[src/rtl/mm_array_feeder_pkg.sv]
// Shared definitions for the memory-array feeder: array geometry defaults,
// FSM state encoding and counter width helper.
package mm_array_feeder_pkg;

    localparam int unsigned MM_HGT_DEF = 2;
    localparam int unsigned MM_WDT_DEF = 3;

    typedef enum logic {
        LOAD   = 1'b0,
        STREAM = 1'b1
    } feeder_state_t;

    // Index counters never collapse to zero width, even for a 1-entry dimension.
    function automatic int unsigned cnt_width(input int unsigned n);
        return (n > 1) ? $clog2(n) : 1;
    endfunction

endpackage

[src/rtl/mm_array_feeder_onehot_dec.sv]
// Row index to one-hot row select with enable; bit 0 of the
// MSB-first vector selects row 0.
module onehot_dec #(
    parameter int unsigned N  = 2,
    parameter int unsigned IW = 1
) (
    input  logic          en,
    input  logic [IW-1:0] idx,
    output logic [0:N-1]  onehot
);

    always_comb begin
        onehot = '0;
        if (en) begin
            for (int unsigned i = 0; i < N; i++) begin
                if (idx == IW'(i)) onehot[i] = 1'b1;
            end
        end
    end

endmodule

[src/rtl/mm_array_feeder.sv]
// Loads a tile row by row into the memory_array shift-buffer, then drains it
// column by column downstream over a valid/ready handshake.
module mm_array_feeder
    import mm_array_feeder_pkg::*;
#(
    parameter int unsigned MM_HGT = MM_HGT_DEF,
    parameter int unsigned MM_WDT = MM_WDT_DEF
) (
    input  logic                 clk,
    input  logic                 reset,
    input  logic                 flush,
    input  logic [31:0]          s_data,
    input  logic                 s_valid,
    output logic                 s_ready,
    output logic                 mm_load,
    output logic                 mm_enable,
    output logic [0:MM_HGT-1]    mm_sel,
    output logic [31:0]          mm_data,
    input  logic [MM_HGT*32-1:0] mm_result,
    output logic [MM_HGT*32-1:0] col_data,
    output logic                 col_valid,
    output logic                 col_last,
    input  logic                 col_ready,
    output logic                 tile_done,
    output logic [15:0]          tile_count
);

    localparam int unsigned RW = cnt_width(MM_HGT);
    localparam int unsigned CW = cnt_width(MM_WDT);
    localparam logic [RW-1:0] ROW_LAST = RW'(MM_HGT - 1);
    localparam logic [CW-1:0] COL_LAST = CW'(MM_WDT - 1);

    feeder_state_t state, state_d;
    logic [RW-1:0] row;
    logic [CW-1:0] word;
    logic [CW-1:0] col;

    // Flush suppresses every handshake in its cycle, including s_ready.
    always_comb begin
        state_d   = state;
        s_ready   = 1'b0;
        mm_load   = 1'b0;
        mm_data   = '0;
        mm_enable = 1'b0;
        col_valid = 1'b0;
        col_last  = 1'b0;
        if (flush) begin
            state_d = LOAD;
        end else begin
            case (state)
                LOAD: begin
                    s_ready = 1'b1;
                    mm_load = s_valid;
                    mm_data = s_data;
                    if (s_valid && word == COL_LAST && row == ROW_LAST) state_d = STREAM;
                end
                STREAM: begin
                    col_valid = 1'b1;
                    col_last  = (col == COL_LAST);
                    mm_enable = col_ready & ~col_last;
                    if (col_ready && col_last) state_d = LOAD;
                end
                default: state_d = LOAD;
            endcase
        end
    end

    assign col_data = mm_result;

    always_ff @(posedge clk or posedge reset) begin
        if (reset) state <= LOAD;
        else       state <= state_d;
    end

    always_ff @(posedge clk or posedge reset) begin
        if (reset) begin
            row        <= '0;
            word       <= '0;
            col        <= '0;
            tile_done  <= 1'b0;
            tile_count <= '0;
        end else begin
            tile_done <= 1'b0;
            if (flush) begin
                row  <= '0;
                word <= '0;
                col  <= '0;
            end else begin
                if (mm_load) begin
                    if (word == COL_LAST) begin
                        word <= '0;
                        row  <= (row == ROW_LAST) ? '0 : row + 1'b1;
                    end else begin
                        word <= word + 1'b1;
                    end
                end
                if (col_valid && col_ready) begin
                    if (col_last) begin
                        col        <= '0;
                        tile_count <= tile_count + 16'd1;
                        tile_done  <= 1'b1;
                    end else begin
                        col <= col + 1'b1;
                    end
                end
            end
        end
    end

    onehot_dec #(.N(MM_HGT), .IW(RW)) u_row_dec (
        .en     (mm_load),
        .idx    (row),
        .onehot (mm_sel)
    );

endmodule

[config.mk]
export PLATFORM = sky130hd
export DESIGN_NAME = mm_array_feeder
export DESIGN_NICKNAME = d
export VERILOG_FILES = /design/src/rtl/mm_array_feeder_pkg.sv /design/src/rtl/mm_array_feeder_onehot_dec.sv /design/src/rtl/mm_array_feeder.sv
export SDC_FILE = /design/constraint.sdc
export NUM_CORES = 1
export LEC_CHECK = 0
export BUFFER_PORTS_ARGS = -buffer_cell sky130_fd_sc_hd__buf_2
export CORE_AREA = 2 2 86 88
export CTS_CLUSTER_SIZE = 40
export DETAILED_ROUTE_END_ITERATION = 16
export DIE_AREA = 0 0 88 90
export PLACE_DENSITY = 0.68
export SKIP_CTS_REPAIR_TIMING = 1
export SYNTH_ARGS = -nofsm -noshare
export SYNTH_HDL_FRONTEND = slang
export SYNTH_SLANG_ARGS = --single-unit
[constraint.sdc]
create_clock -name clk -period 1.6 [get_ports clk]
set_input_delay 0.24 -clock clk [delete_from_list [all_inputs] [get_ports clk]]
set_output_delay 0.24 -clock clk [all_outputs]
set_load 0.02 [all_outputs]
# Yosys cells after proc, flatten, opt, wreduce, memory -nomap -nowiden
# Cells that the tools add are included.
# totals
output_inout_bits	120
ff_bits	23
elab_cells	57
inputBits	101
# classes
reduce_logical	9
n_bitwise	4
eq_ne	2
mux	32
addsub	4
# op_table
cell	count
$mux 32	2
$mux 1	22
$add 16x1->16 const B	1
$mux 2	7
$reduce_bool 2->1	3
$add 2x1->2 const B	2
$eq 2x2->1 const B	2
$logic_and 1x1->1	4
$not 1->1	3
$reduce_and 3->1	1
$pmux 1 s2	1
$reduce_and 2->1	1
$add 1x1->1 const B	1
$and 1x1->1	1

# Longest topological paths before layout
# Gate-level depths: netlist of the first run.
# logic_depth
ltp_word	6
mapped_depth	6
depth_no_buf	6

# Cells and area by module
# A second synthesis of the first run with hierarchy kept.
# hier_totals
hier_cells	198
area_unflattened_um2	1816.7
# modules_own_cells
mod	seq_area_each_um2	area_per_inst_um2	n_inst	cells_per_inst
mm_array_feeder	575.6	1800.5	1	196
onehot_dec	0.0	16.3	1	2

# Least setup slack after synthesis of the first run
# OpenSTA, ideal clock, no wires.
# synth_path
kind	register to output
start	register state
end	output mm_sel[0] (netlist name)
required_time_ns	1.360
slack_ns	0.046
path_stages_with_launch	4
n_path_buf	0
arrival_ns	1.314
cell_sequence	dfrtp_1 > nor2_1 > and2_1 > nor2b_1
# synth_via
elab_chain_len	3
# synth_rtl
item	line_no	rtl
start, declared	mm_array_feeder.sv:33	feeder_state_t state, state_d;
start signal, assigned	mm_array_feeder.sv:72	else state <= state_d;
$mux 1	mm_array_feeder.sv:50	case (state)
$mux 1	mm_array_feeder.sv:47	if (flush) begin
net mm_load	mm_array_feeder.sv:15	output logic mm_load,
$mux 2	mm_array_feeder_onehot_dec.sv:14	if (en) begin
end, declared	mm_array_feeder.sv:17	output logic [0:MM_HGT-1] mm_sel,
# The timed path passes the listed nets, and every way through them passes these cells.

# Worst setup path after layout of the first run
# layout_path
start	register state
end	output mm_data[29]
# layout_via
elab_chain_len	2
# layout_rtl
item	line_no	rtl
$mux 32	mm_array_feeder.sv:50	
$mux 32	mm_array_feeder.sv:47	
end, declared	mm_array_feeder.sv:18	output logic [31:0] mm_data,
# No other way between the ends.

==> run summary, run 1 <==
critical path startpoint: state
CP required: 1.36 ns
final hold vios: 0
most common cell after layout, fill and taps aside: buf_2
FILL cells: 771
Top delay family on crit path: flip-flops
worst setup path class: flop to primary output
largest family of logic cells by synthesized area: buffers and inverters
Worst Path Buf+Inv: 2
I/O Buffers: 92
Area Overhead vs Synth: 13.9%
max_cap viols: 0
failing checks: negative setup slack
PD cells: 588 nW/um^2
met3 wire len: 397 microns
outcome: finished, violations left
Vias: 1,361
Synth Area in Adders: 0.0143
ys async rst share: 1.00
Synth Area in Compound Gates: 0.0171
Final Wtd Congestion: 0.776
reg-to-reg slack, setup: 0.13 ns
number of flops mapped to enable cells by yosys: 0
Synth Area in Simple Gates: 0.272
top post-synthesis cells by area: dfrtp_1 33%, buf_4 27%, and2_1 12%, xnor2_1 5.5%, nand2_1 3.4%
xor/xnor cell area share of the yosys netlist: 0.0748
Slew Limit Headroom: 0.811
share of cells above drive strength 1: 0.485
RSZ-0062 raised after global routing: yes
R2R Path Start: col[0]
clk_lat worst skew: 0.26 ns
Synth Instances: 198
die width: 88 microns
commonest non-fill, non-tap cells in the layout: 89 x buf_2, 33 x and2_1, 22 x dfrtp_1, 16 x nand2_1, 11 x xnor2_1
Design Area, Final: 2000 sq um
crit path DAT: 1.37 ns
worst min path class: input pin to asynchronous set/reset pin
Period Utilization, post-route: 1.01
Final #Nets: 339
clk sink count: 23
Most used DFF post-synth: dfrtp_1
iteration-0 DRC count of the detailed router: 22
Initial Util: 0.250
Slowest cell on crit path: dfrtp_2
GRT Total Usage: 0.104
Die ar.: 7920 sq um
Synthesis Warnings: 0
Worst path depth: 4
delay of the slowest critical-path stage: 0.45 ns
area share of the largest cell type after synthesis: 0.328
H-tree depth: 1
worst slew pin tran: 0.284 ns
f_max: 621 MHz
Clock Path Buffers: 2
Max Used Layer: met4
Placed Instance Area: 1880 sq um
Final Slew Violations: 0
Worst Skew: 0.00676 ns
critical path peak fanout: 16
post-synthesis average cell area: 8.87 sq um
maximum vdd drop: 0.000233 V
core footprint: 7020 sq um
total length of routed wires: 4.66 mm
Synthesized Nets: 301
reg2reg path depth: 6
worst setup margin: -0.00906 ns
setup TNS: -0.0118 ns
Vias/cell: 4.07
minimum clock period: 1.61 ns
Top Ports: 221
Yosys reg bits: 23
root buffer cell: clkbuf_8
Setup crit end kind: primary output
register area share after synthesis: 0.328
Num CTS Buffers: 3
final setup vio count: 2
Yosys cell types: 26
met2 WL: 2.33 mm
Final HPWL DP: 3.67 mm
P_leak: 1.14 nW
dpl ws: 0.0283 ns
reg-to-reg endpoint: tile_count[5]
Setup crit end: mm_data[29]
WL per Instance: 14.0 microns
DRT Pass-1 Iters: 5
vias in the first global route: 1,257
antenna cells: 0
multiplexer area fraction after synthesis: 0.00570
first-pass GRT wire length: 6.53 mm
CTS tree: done
initial antenna violation count: 0
Post-DRT Antenna Nets: 0
Reg clk slew, reported paths: 0.08 ns
DRC violations left: 0
CP Launch Type: flop
Row Count: 31
top cell type by total area after synthesis: dfrtp_1
Routed met1 length: 1.86 mm
grt ovf: 0
cells along the critical path: nor2_4 > buf_4 > and2_1 > buf_2
die span in y: 90 microns
largest net degree at the start of global routing: 34
Mapped Area: 1760 sq um
==> cells in the mapped netlist, types with 3 or more instances <==
cell type  count
clkbuf_1       3
and2_1        34
xnor2_1       11
xor2_1         4
nand4_1        4
inv_1          4
nor2_1         6
nand3_1        4
a21oi_1        4
buf_4         64
dfrtp_1       23
nand2_1       16
==> cell type report <==
type / instances / area [sq um] / share of cell area
clock buffers: 3 / 41.3 / 0.0207
inverters: 4 / 15.0 / 0.00751
repair buffers: 100 / 536 / 0.268
well taps: 99 / 124 / 0.0620
multi-input cells: 104 / 702 / 0.351
flip-flops and latches: 23 / 577 / 0.288
clock inverters: 1 / 5.00 / 0.00250
==> layer usage <==
layer  track usage  up-vias
li1              -      638
met1         0.129      633
met2         0.168       76
met3        0.0312       14
met4        0.0385        0
met5             0        -
==> through the flow <==
step	utilization	hold slack, ns	instances	total power, mW
final	0.285	0.00597	334	1.18
after global routing	0.285	0.0455	334	1.24
after CTS	0.274	0.0224	330	1.18
after detailed placement	0.268	0.311	326	0.829
after global placement	0.268	0.316	326	0.830
after floorplan	-	0.242	198	0.953
==> worst min path at each step <==
| stage | from | endpoint | slack (ns) | cells past startpoint |
|---|---|---|---|---|
| 5_1_grt | reset | tile_count[1] | 0.05 | 3 |
| 3_5_place_dp | reset | tile_count[9] | 0.31 | 3 |
| 6_report | reset | tile_count[1] | 0.006 | 3 |
| 3_3_place_gp | reset | tile_count[9] | 0.32 | 3 |
| 4_1_cts | reset | tile_count[1] | 0.02 | 3 |
| 2_1_floorplan | reset | col[0] | 0.24 | 1 |
==> kinds of logic after synthesis <==
group | Yosys count
adder cells (fa/ha/maj) | 2
buffers and inverters | 71
multiplexers | 1
XOR/XNOR | 15
AND/OR/NAND/NOR | 80
flip-flops | 23
AO/OA/AOI/OAI | 6
==> worst register-to-register path: cells and delay by family (launching register included) <==
family / cells / cell delay, ns
AND/OR/NAND/NOR: 3 / 0.62
flip-flops: 1 / 0.40
buffers and inverters: 1 / 0.07
XOR/XNOR: 1 / 0.14
adder cells (fa/ha/maj): 1 / 0.15
==> flip-flops by register name (all words and copies together) (netlist names) <==
register / flops
tile_count: 16
word: 2
tile_done: 1
row: 1
col: 2
state: 1
==> report_power, final <==
group	internal, mW	switching (mW)
logic	0.0991	0.137
registers	0.584	0.00369
clock network	0.173	0.178
total	0.857	0.319
(Power assumes the default switching activity.)
==> inputs of run 2 (changes only) <==
--- a/config.mk
+++ b/config.mk
@@ -5,12 +5,13 @@
 export SDC_FILE = /design/constraint.sdc
 export NUM_CORES = 1
 export LEC_CHECK = 0
+export ABC_AREA = 1
 export BUFFER_PORTS_ARGS = -buffer_cell sky130_fd_sc_hd__buf_2
-export CORE_AREA = 2 2 86 88
+export CORE_AREA = 2 2 85 87
 export CTS_CLUSTER_SIZE = 40
 export DETAILED_ROUTE_END_ITERATION = 16
-export DIE_AREA = 0 0 88 90
-export PLACE_DENSITY = 0.68
+export DIE_AREA = 0 0 87 89
+export PLACE_DENSITY = 0.73
 export SKIP_CTS_REPAIR_TIMING = 1
 export SYNTH_ARGS = -nofsm -noshare
 export SYNTH_HDL_FRONTEND = slang
==> constraint.sdc (replaced) <==
create_clock -name clk -period 1.6 [get_ports clk]
set_input_delay 0 -clock clk [delete_from_list [all_inputs] [get_ports clk]]
set_output_delay 0 -clock clk [all_outputs]
set_load 0.02 [all_outputs]
==> run 2 against run 1 <==
Effect of this change:
- the flow now finishes without violations
- combinational power up 4%
- via count up 28%
- flip-flop and latch count unchanged
- maximum frequency up 9.9%
- cell count up 18%
- highest routed layer unchanged
- register-to-register slack about the same
- synthesized area up 11%
- final area up 6.1%
- global-route usage up 2.2 points
==> run summary, run 2 <==
Slowest cell on crit path: dfrtp_1
met2 WL: 2.48 mm
Top Ports: 221
clk sink count: 23
CP required: 1.76 ns
ys async rst share: 1.00
Synthesized Nets: 385
worst setup path class: flop to flop
Finished Core Util: 0.316
Num CTS Buffers: 3
post-synthesis average cell area: 6.93 sq um
die span in y: 89 microns
number of flops mapped to enable cells by yosys: 0
commonest non-fill, non-tap cells in the layout: 92 x buf_2, 77 x nand2_1, 49 x nor2_1, 23 x dfrtp_1, 20 x inv_1
critical path peak fanout: 5
Routed met1 length: 2.00 mm
first-pass GRT wire length: 7.71 mm
FILL cells: 727
iteration-0 DRC count of the detailed router: 34
largest net degree at the start of global routing: 34
Reg clk slew, reported paths: 0.08 ns
share of cells above drive strength 1: 0.356
largest register by flop count: tile_count
area share of the largest cell type after synthesis: 0.294
delay of the slowest critical-path stage: 0.38 ns
WL per Instance: 12.7 microns
CP most frequent cell: nand2_1
top post-synthesis cells by area: dfrtp_1 29%, buf_4 25%, nand2_1 15%, nor2_1 9.4%, inv_1 3.8%
worst setup margin: 0.137 ns
Worst Path Buf+Inv: 3
P_leak: 1.29 nW
Placed Instance Area: 2020 sq um
Final Wtd Congestion: 0.870
CTS tree: done
Design Area, Final: 2120 sq um
Synth Area in Adders: 0.0128
cells along the critical path: inv_1 > ha_1 > nand2_1 > nor2_4 > buf_6 > nand3_4 > clkinv_2 > nand2_1 > nand2_1 > nand2_1
PD cells: 561 nW/um^2
most common cell after layout, fill and taps aside: buf_2
Synth Instances: 282
Slew Limit Headroom: 0.788
Period Utilization, post-route: 0.915
multiplexer area fraction after synthesis: 0
Max Used Layer: met4
Vias/cell: 4.40
antenna cells: 0
Die ar.: 7740 sq um
Initial Util: 0.291
GRT Total Usage: 0.126
Post-DRT Antenna Nets: 0
crit path DAT: 1.62 ns
Most used DFF post-synth: dfrtp_1
Synth Area in Compound Gates: 0.0301
register area share after synthesis: 0.294
final setup vio count: 0
clk_lat worst skew: 0.26 ns
DRT Pass-1 Iters: 4
CP Launch Type: flop
f_max: 683 MHz
largest family of logic cells by synthesized area: buffers and inverters
final hold vios: 0
Yosys cell types: 27
Worst Skew: 0.000575 ns
Yosys reg bits: 23
Regs by FF count: tile_count x16, col x2, word x2
H-tree depth: 1
max_cap viols: 0
Synth Area in Simple Gates: 0.313
minimum clock period: 1.46 ns
Top delay family on crit path: simple AND/OR/NAND/NOR gates
Row Count: 30
initial antenna violation count: 0
Setup crit end kind: flop
Clock Path Buffers: 2
outcome: completed
Synthesis Warnings: 0
synth cell count leaders: 77 x nand2_1, 64 x buf_4, 49 x nor2_1
top cell type by total area after synthesis: dfrtp_1
worst min path class: input pin to primary output
die width: 87 microns
total length of routed wires: 5.04 mm
DRC violations left: 0
Final Slew Violations: 0
Mapped Area: 1950 sq um
dpl ws: 0.0725 ns
Final #Nets: 419
Area Overhead vs Synth: 8.51%
most frequent cell after synthesis: nand2_1
worst slew pin tran: 0.317 ns
root buffer cell: clkbuf_8
grt ovf: 0
met3 wire len: 419 microns
core footprint: 6720 sq um
xor/xnor cell area share of the yosys netlist: 0.0314
Vias: 1,738
max reg flops: 16
maximum vdd drop: 0.000326 V
I/O Buffers: 92
Final HPWL DP: 4.12 mm
vias in the first global route: 1,653
==> run 2: cell count changes after synthesis, sizes merged, moves of 3 or more <==
| cell | previous run | this run |
|---|---|---|
| a21oi | 4 | 0 |
| and2 | 34 | 0 |
| buf | 64 | 69 |
| inv | 4 | 22 |
| nand2 | 16 | 78 |
| nand3 | 4 | 9 |
| nand3b | 0 | 4 |
| nand4 | 4 | 1 |
| nor2 | 6 | 52 |
| nor3 | 4 | 1 |
| o21ai | 2 | 7 |
| xnor2 | 11 | 5 |
==> run 2: final cells by class <==
type | instances | area, sq um | share of cell area
clock buffers | 4 | 45.0 | 0.0212
inverters | 23 | 92.6 | 0.0437
well taps | 80 | 100 | 0.0472
multi-input cells | 164 | 769 | 0.363
flip-flops and latches | 23 | 576 | 0.271
repair buffers | 101 | 538 | 0.254
==> run 2: worst reg2reg max path, delay by kind of cell, from the launching register on <==
family	cells	cell delay [ns]
buffers and inverters	3	0.29
adders and majority gates	1	0.16
and+or+nand+nor	6	0.53
DFF	1	0.38
==> run 2: logic make-up (layout without fill, tap and decap cells) <==
family,Yosys count,in the layout
flops,23,23
buf+inv,95,128
compound gates,10,10
simple gates,145,145
fa+ha+maj,2,2
xor+xnor,7,7
==> run 2: path summary, 6_finish.rpt <==
check,cells after the start,end,slack (ns),from
hold / removal,0,col_data[55],0.000007,mm_result[55]
hold reg to reg,1,tile_count[4],0.51,tile_count[4]
min in group asynchronous,4,word[0],0.32,reset
max in group asynchronous,4,tile_count[4],1.05,reset
setup / recovery,10,tile_count[10],0.14,col[0]
setup reg to reg,10,tile_count[10],0.14,col[0]
==> run 2: report_power, final <==
group | leakage [nW] | total [mW] | internal [mW] | switching, mW
Combinational | 0.943 | 0.246 | 0.0912 | 0.155
Clock | 0.0228 | 0.356 | 0.178 | 0.179
Sequential | 0.320 | 0.588 | 0.585 | 0.00276
==> run 2: stage by stage <==
step	setup TNS (ns)	cells	total power, mW	hold WS [ns]
2_1_floorplan	0	282	0.971	0.00192
3_3_place_gp	0	387	0.847	0.000137
5_1_grt	-0.0139	395	1.25	0.0000292
4_1_cts	0	391	1.20	-0.203
6_report	0	395	1.19	0.00000724
3_5_place_dp	0	387	0.848	0.000137
==> run 2: metal layers <==
layer | vias to the layer above | global-route usage
li1 | 853 | -
met1 | 789 | 0.140
met2 | 72 | 0.226
met3 | 24 | 0.0388
met4 | 0 | 0.0440
met5 | - | 0
